File: config.mk
export PLATFORM = sky130hd
export DESIGN_NAME = fpu_sp_addsub
export DESIGN_NICKNAME = d
export VERILOG_FILES = /design/src/rtl/fpu_sp_addsub.sv
export SDC_FILE = /design/constraint.sdc
export NUM_CORES = 1
export LEC_CHECK = 0
export CORE_MARGIN = 10
export CORE_UTILIZATION = 40
export CTS_BUF_LIST = sky130_fd_sc_hd__clkbuf_16
export DETAILED_ROUTE_END_ITERATION = 8
export GPL_TIMING_DRIVEN = 0
export PLACE_DENSITY = 0.61
export SLEW_MARGIN = 25
export SYNTH_ARGS = -nofsm -noshare
export SYNTH_HDL_FRONTEND = slang
export SYNTH_SLANG_ARGS = --single-unit
File: constraint.sdc
create_clock -name clk -period 5.5 [get_ports clk]
set_input_delay 1.375 -clock clk [delete_from_list [all_inputs] [get_ports clk]]
set_output_delay 1.375 -clock clk [all_outputs]
set_load 0.02 [all_outputs]
File: src/rtl/fpu_sp_addsub.sv
// Pipelined binary32 adder/subtractor: input rank plus four stages (unpack, align, add, normalize/round/pack).
// Denormal inputs flush to zero; each result returns with IEEE flags and the caller's tag.
module fpu_sp_addsub #(
    parameter int TAG_W = 4
) (
    input  logic             clk,
    input  logic             rst_n,
    input  logic [31:0]      din1,
    input  logic [31:0]      din2,
    input  logic             op,
    input  logic             dval,
    input  logic [TAG_W-1:0] tag_in,
    output logic [31:0]      result,
    output logic             rdy,
    output logic [TAG_W-1:0] tag_out,
    output logic [3:0]       flags
);
    localparam int          STAGES = 4;
    localparam logic [31:0] QNAN   = 32'h7FC0_0000;

    typedef struct packed {
        logic        spec;
        logic [31:0] spec_res;
        logic [3:0]  spec_flg;
        logic        zsign;
        logic        sign;
        logic [7:0]  exp;
    } side_t;

    logic [STAGES:0]              vld_pipe_q;
    logic [STAGES-1:0][TAG_W-1:0] tag_pipe_q;

    logic [31:0] a0_q, b0_q;
    logic        op0_q;

    // S1 unpack / classify / swap
    logic        sa, sb, za, zb, ia, ib, na, nb, swap;
    logic [7:0]  ea, eb;
    logic [22:0] ma, mb;
    logic [30:0] key_a, key_b;
    logic [23:0] sig_a, sig_b;
    side_t       s1_d, s1_q;
    logic [23:0] sig_l1_d, sig_s1_d, sig_l1_q, sig_s1_q;
    logic [7:0]  d1_d, d1_q;
    logic        sub1_d, sub1_q;

    always_comb begin
        sa    = a0_q[31];
        sb    = b0_q[31] ^ op0_q;
        ea    = a0_q[30:23];
        eb    = b0_q[30:23];
        ma    = a0_q[22:0];
        mb    = b0_q[22:0];
        za    = (ea == 8'h00);
        zb    = (eb == 8'h00);
        ia    = (ea == 8'hFF) && (ma == 23'd0);
        ib    = (eb == 8'hFF) && (mb == 23'd0);
        na    = (ea == 8'hFF) && (ma != 23'd0);
        nb    = (eb == 8'hFF) && (mb != 23'd0);
        key_a = {ea, za ? 23'd0 : ma};
        key_b = {eb, zb ? 23'd0 : mb};
        sig_a = za ? 24'd0 : {1'b1, ma};
        sig_b = zb ? 24'd0 : {1'b1, mb};
        swap  = key_b > key_a;

        sub1_d   = sa ^ sb;
        sig_l1_d = swap ? sig_b : sig_a;
        sig_s1_d = swap ? sig_a : sig_b;
        d1_d     = swap ? (eb - ea) : (ea - eb);

        s1_d       = '0;
        s1_d.zsign = sa & sb;
        s1_d.sign  = swap ? sb : sa;
        s1_d.exp   = swap ? eb : ea;
        if (na || nb) begin
            s1_d.spec     = 1'b1;
            s1_d.spec_res = QNAN;
            s1_d.spec_flg = {(na & ~ma[22]) | (nb & ~mb[22]), 3'b000};
        end else if (ia && ib && (sa != sb)) begin
            s1_d.spec     = 1'b1;
            s1_d.spec_res = QNAN;
            s1_d.spec_flg = 4'b1000;
        end else if (ia || ib) begin
            s1_d.spec     = 1'b1;
            s1_d.spec_res = {ia ? sa : sb, 8'hFF, 23'd0};
        end
    end

    // S2 align: sticky collects everything shifted past the round bit
    side_t       s2_q;
    logic        sub2_q;
    logic [4:0]  sh;
    logic [53:0] ext;
    logic [26:0] l2_d, s2_d, l2_q, s2s_q;

    always_comb begin
        sh   = (d1_q > 8'd27) ? 5'd27 : d1_q[4:0];
        ext  = {sig_s1_q, 30'd0} >> sh;
        l2_d = {sig_l1_q, 3'b000};
        s2_d = {ext[53:28], ext[27] | (|ext[26:0])};
    end

    // S3 add and leading-zero count
    side_t       s3_q;
    logic [27:0] sum3_d, sum3_q;
    logic [4:0]  lzc3_d, lzc3_q;

    always_comb begin
        sum3_d = sub2_q ? ({1'b0, l2_q} - {1'b0, s2s_q}) : ({1'b0, l2_q} + {1'b0, s2s_q});
        lzc3_d = 5'd28;
        for (int i = 0; i < 28; i++)
            if (sum3_d[i]) lzc3_d = 5'(27 - i);
    end

    // S4 normalize, round to nearest even, pack
    logic [26:0]       nrm;
    logic signed [9:0] exp_n, exp_r;
    logic              rnd;
    logic [24:0]       mant;
    logic [22:0]       frac;
    logic [31:0]       res4_d, result_q;
    logic [3:0]        flg4_d, flags_q;
    logic [TAG_W-1:0]  tag_out_q;

    always_comb begin
        if (sum3_q[27]) begin
            nrm   = {sum3_q[27:2], sum3_q[1] | sum3_q[0]};
            exp_n = $signed({2'b00, s3_q.exp}) + 10'sd1;
        end else begin
            nrm   = sum3_q[26:0] << (lzc3_q - 5'd1);
            exp_n = $signed({2'b00, s3_q.exp}) - $signed({5'd0, lzc3_q}) + 10'sd1;
        end
        rnd    = nrm[2] & (nrm[1] | nrm[0] | nrm[3]);
        mant   = {1'b0, nrm[26:3]} + {24'd0, rnd};
        exp_r  = exp_n + $signed({9'd0, mant[24]});
        frac   = mant[24] ? mant[23:1] : mant[22:0];
        res4_d = {s3_q.sign, exp_r[7:0], frac};
        flg4_d = {3'b000, |nrm[2:0]};
        if (s3_q.spec) begin
            res4_d = s3_q.spec_res;
            flg4_d = s3_q.spec_flg;
        end else if (sum3_q == 28'd0) begin
            res4_d = {s3_q.zsign, 31'd0};
            flg4_d = 4'b0000;
        end else if (exp_r > 10'sd254) begin
            res4_d = {s3_q.sign, 8'hFF, 23'd0};
            flg4_d = 4'b0101;
        end else if (exp_r < 10'sd1) begin
            res4_d = {s3_q.sign, 31'd0};
            flg4_d = 4'b0011;
        end
    end

    // Datapath ranks carry junk through bubbles; only the valid bits and outputs need reset.
    always_ff @(posedge clk) begin
        a0_q       <= din1;
        b0_q       <= din2;
        op0_q      <= op;
        tag_pipe_q <= {tag_pipe_q[STAGES-2:0], tag_in};
        s1_q       <= s1_d;
        sig_l1_q   <= sig_l1_d;
        sig_s1_q   <= sig_s1_d;
        d1_q       <= d1_d;
        sub1_q     <= sub1_d;
        s2_q       <= s1_q;
        sub2_q     <= sub1_q;
        l2_q       <= l2_d;
        s2s_q      <= s2_d;
        s3_q       <= s2_q;
        sum3_q     <= sum3_d;
        lzc3_q     <= lzc3_d;
    end

    always_ff @(posedge clk or negedge rst_n) begin
        if (!rst_n) begin
            vld_pipe_q <= '0;
            result_q   <= '0;
            flags_q    <= '0;
            tag_out_q  <= '0;
        end else begin
            vld_pipe_q <= {vld_pipe_q[STAGES-1:0], dval};
            if (vld_pipe_q[STAGES-1]) begin
                result_q  <= res4_d;
                flags_q   <= flg4_d;
                tag_out_q <= tag_pipe_q[STAGES-1];
            end
        end
    end

    assign rdy     = vld_pipe_q[STAGES];
    assign result  = result_q;
    assign flags   = flags_q;
    assign tag_out = tag_out_q;
endmodule
==> flow_metrics.py <==
metrics = {
    "global_route": {
        "antenna_found_initial": 1,
        "grt_busiest_layer": "met2",
        "globalRouteMet3Util_pct": 3.03,
        "grt_max_degree": 31,
        "grt_usage_pct": 19.7,
        "grt_overflow_total": 0,
        "use_met2_pct": 33.2,
        "grt_pass1_vias": 14900,
        "met1_usage_pct": 24.8,
        "grt_pass1_wl_mm": 80.3,
    },
    "synth": {
        "synth_xor_area_share_pct": 3.74,
        "synth_nets": 2086,
        "yosysTopAreaCell": "dfxtp_1",
        "synthMuxAreaShare_pct": 9.42,
        "synth_top_family_by_area": "simple AND/OR/NAND/NOR gates",
        "synth_flop_cell": "dfxtp_1",
        "yosysSeqAreaShare_pct": 38.2,
        "ys.warnings.count": 0,
        "netlist_area_um2": 16800,
        "synth_fa_ha_area_share_pct": 7.91,
        "synth-compound-area-share_pct": 16.9,
        "synth_edf_count": 0,
        "syn_avg_cell_area_um2": 8.81,
        "synth_cell_types": 87,
        "synthArstFlopShare_pct": 14.5,
        "ys_ff_latch": 310,
        "synth_top_area_share_pct": 31.5,
        "synth.area.top_cells": "dfxtp_1 (32%), ha_1 (7.4%), dfrtp_1 (6.7%), nand2_1 (4.9%), mux2i_1 (3.9%)",
        "syn-instance-count": 1910,
        "synthSimpleGateAreaFrac_pct": 18.2,
    },
    "setup_path": {
        "ff2ff_setup_slack_ns": -0.08,
        "reg2regPathDepth": 29,
        "critPathLaunch": "lzc3_q[0]$_SDFF_PP0_",
        "cp.required_ns": 5.90,
        "critPathMaxFanout": 10,
        "startpoint_type": "register",
        "cpPeakStageDelay_ns": 0.59,
        "crit_path_top_delay_cell": "mux4_2",
        "reg2reg_to": "result[18]$_DFFE_PN0P_",
        "cp_common_cell": "buf_4",
        "r2r-start": "lzc3_q[0]$_SDFF_PP0_",
        "critPathKind": "reg2reg",
        "cp.arrival_ns": 5.98,
        "path_buf_inv": 18,
        "cpLargestDelayFamily": "buffers and inverters",
        "worst_setup_path_end_kind": "register",
    },
    "cells_and_area": {
        "final_common_cell": "dfxtp_1",
        "utilization_pct": 50.0,
        "diodes": 0,
        "drive_above_1_share_pct": 13.9,
        "mostFrequentLayoutCells": "dfxtp_1 (263), nand2_1 (218), inv_1 (142)",
        "final_net_count": 2315,
        "area_growth_pct": 24.1,
        "nFillCells": 3915,
    },
    "power": {
        "vdd.ir_drop.worst_v": 0.000224,
        "power_density_nw_per_um2": 477,
        "p_leak_nw": 8.73,
    },
    "timing": {
        "finClkSkew_ns": 0.0192,
        "holdWs_ns": 0.318,
        "hold_viol_final": 0,
        "max_slew_margin_pct": 42.8,
        "worst_pin_slew_ns": 0.850,
        "fin_ws_ns": -0.0795,
        "setup_viol": 21,
        "grt_setup_unrepaired": "true",
        "fin_crit_ns": 5.58,
        "clock.fmax_mhz": 179,
        "final.period_utilization_pct": 101,
        "drv_slew": 0,
    },
    "floorplanning": {
        "die_area_um2": 50700,
        "row_count": 75,
        "initial_core_util_pct": 40.3,
        "core_region_area_um2": 41800,
        "die_width_um": 225,
        "die_h_um": 225,
        "ios": 113,
    },
    "route": {
        "drt-initial-drc-count": 1308,
        "via_per_inst": 5.56,
        "drc": 0,
        "dr.pass1.iters": 7,
        "wl_mm": 51.3,
        "vias": 15000,
        "ant_nets": 0,
        "wl_per_cell_um": 19.0,
    },
    "min_path": {
        "holdPathEnd": "l2_q[5]$_DFF_P_",
        "hp-class": "reg2reg",
        "whs_path_depth": 0,
        "hold_start": "sig_l1_q[2]$_DFF_P_",
    },
    "clock_network": {
        "holdBufCountCts": 0,
        "cts.htree.levels": 2,
        "clkSinkCount": 310,
        "clkTransAtPathRegs_ns": 0.06,
        "cts.path.max_buffers": 3,
        "cts-buffers-inserted": 35,
        "cts_tree": "built",
        "worstSkewPairLatency_ns": 0.54,
        "root_buffer": "clkbuf_16",
    },
    "run": {
        "cap_violations": 0,
    },
    "run_status": {
        "violations": "setup timing",
        "status": "finished, violations left",
    },
    "placement": {
        "place_congestion": 0.982,
        "dp_hpwl_mm": 39.7,
        "io_buffers": 112,
    },
}
-- timing repair --
action | in CTS | in global routing
resized for setup | 60 | 39
setup buffers | 67 | 18
endpoints found under the setup margin | 47 | 61
pin swaps | 22 | 16
cloned | 1 | 0
-- Yosys cell counts (8+ instances only) --
library cell	n
a211oi_1	19
a21o_1	12
a21oi_1	111
a221oi_1	8
a31oi_1	16
and2_1	20
and3_1	22
buf_1	8
clkbuf_1	70
dfrtp_1	45
dfxtp_1	265
ha_1	100
inv_1	144
mux2_2	18
mux2i_1	65
mux4_2	26
nand2_1	219
nand2b_1	8
nand3_1	58
nand4_1	20
nor2_1	140
nor2b_1	22
nor3_1	28
nor4_1	36
o21ai_0	122
o21bai_1	8
o22ai_1	31
o31ai_1	13
o41ai_1	11
or2_2	12
or3_1	8
xnor2_1	38
xor2_1	32
-- worst max path at each step --
stage                     depth (start not counted)  slack, ns                      to
final                                            29      -0.08  result[18]$_DFFE_PN0P_
after floorplan                                  26       0.03  result[20]$_DFFE_PN0P_
after detailed placement                         25      -0.76  result[20]$_DFFE_PN0P_
after global placement                           25      -0.72  result[20]$_DFFE_PN0P_
after global routing                             22      -0.28  result[12]$_DFFE_PN0P_
after CTS                                        22      -0.08  result[12]$_DFFE_PN0P_
-- routing by layer --
| layer | up-vias | part of all wire, % |
|---|---|---|
| li1 | 7254 | - |
| met1 | 7086 | 43 |
| met2 | 571 | 47 |
| met3 | 124 | 5.6 |
| met4 | 0 | 3.7 |
| met5 | - | 0 |
-- worst reg2reg max path: cells and delay by family, from the launching register on --
kind	cells	cell delay [ns]
buf+inv	18	2.19
simple gates	5	1.35
mux	2	0.71
compound gates	3	0.42
flops	1	0.38
fa+ha+maj	1	0.37
-- state kept, by name (all words and copies together) (netlist names) --
register	cells
sub1_q	1
flags	4
op0_q	1
lzc3_q	5
sig_s1_q	24
b0_q	32
result	32
d1_q	8
s3_q	14
s1_q	14
a0_q	32
s2_q	14
s2s_q	27
sum3_q	28
vld_pipe_q	5
sig_l1_q	24
sub2_q	1
tag_pipe_q	16
tag_out	4
l2_q	24
-- cell families (layout without fill, tap and decap cells) --
family / Yosys count / after routing
and+or+nand+nor: 633 / 633
DFF: 310 / 310
xor gates and xnor gates: 71 / 71
AOI/OAI and AO/OA: 441 / 441
buffers and inverters: 236 / 491
adders and majority gates: 104 / 104
muxes: 115 / 115
-- area by class of cell --
cell class              count  area [um^2]  area share, %
multi-input cells        1364         9920           47.5
flip-flops and latches    310         6440           30.8
repair buffers            194         1770           8.48
clock buffers              37          926           4.43
well taps                 539          674           3.23
inverters                 144          544           2.61
plain buffers              90          448           2.14
clock inverters            26          170          0.815
-- power by group --
group | internal, mW | total (mW) | switching [mW]
Sequential | 2.62 | 3.02 | 0.394
Combinational | 2.12 | 4.76 | 2.64
Clock | 1.24 | 2.20 | 0.959
-- through the flow --
| stage | setup TNS (ns) | std cells | area [um^2] | power [mW] | setup slack (ns) |
|---|---|---|---|---|---|
| after floorplan | 0 | 1910 | 16900 | 5.78 | 0.0281 |
| after global placement | -23.84 | 2561 | 18700 | 7.12 | -0.723 |
| after detailed placement | -24.09 | 2562 | 18800 | 7.11 | -0.756 |
| after CTS | -0.881 | 2691 | 20600 | 9.80 | -0.0827 |
| after global routing | -5.92 | 2704 | 20900 | 10.5 | -0.278 |
| final | -0.769 | 2704 | 20900 | 9.97 | -0.0795 |
Note: power is estimated with default switching activity, not from simulation.
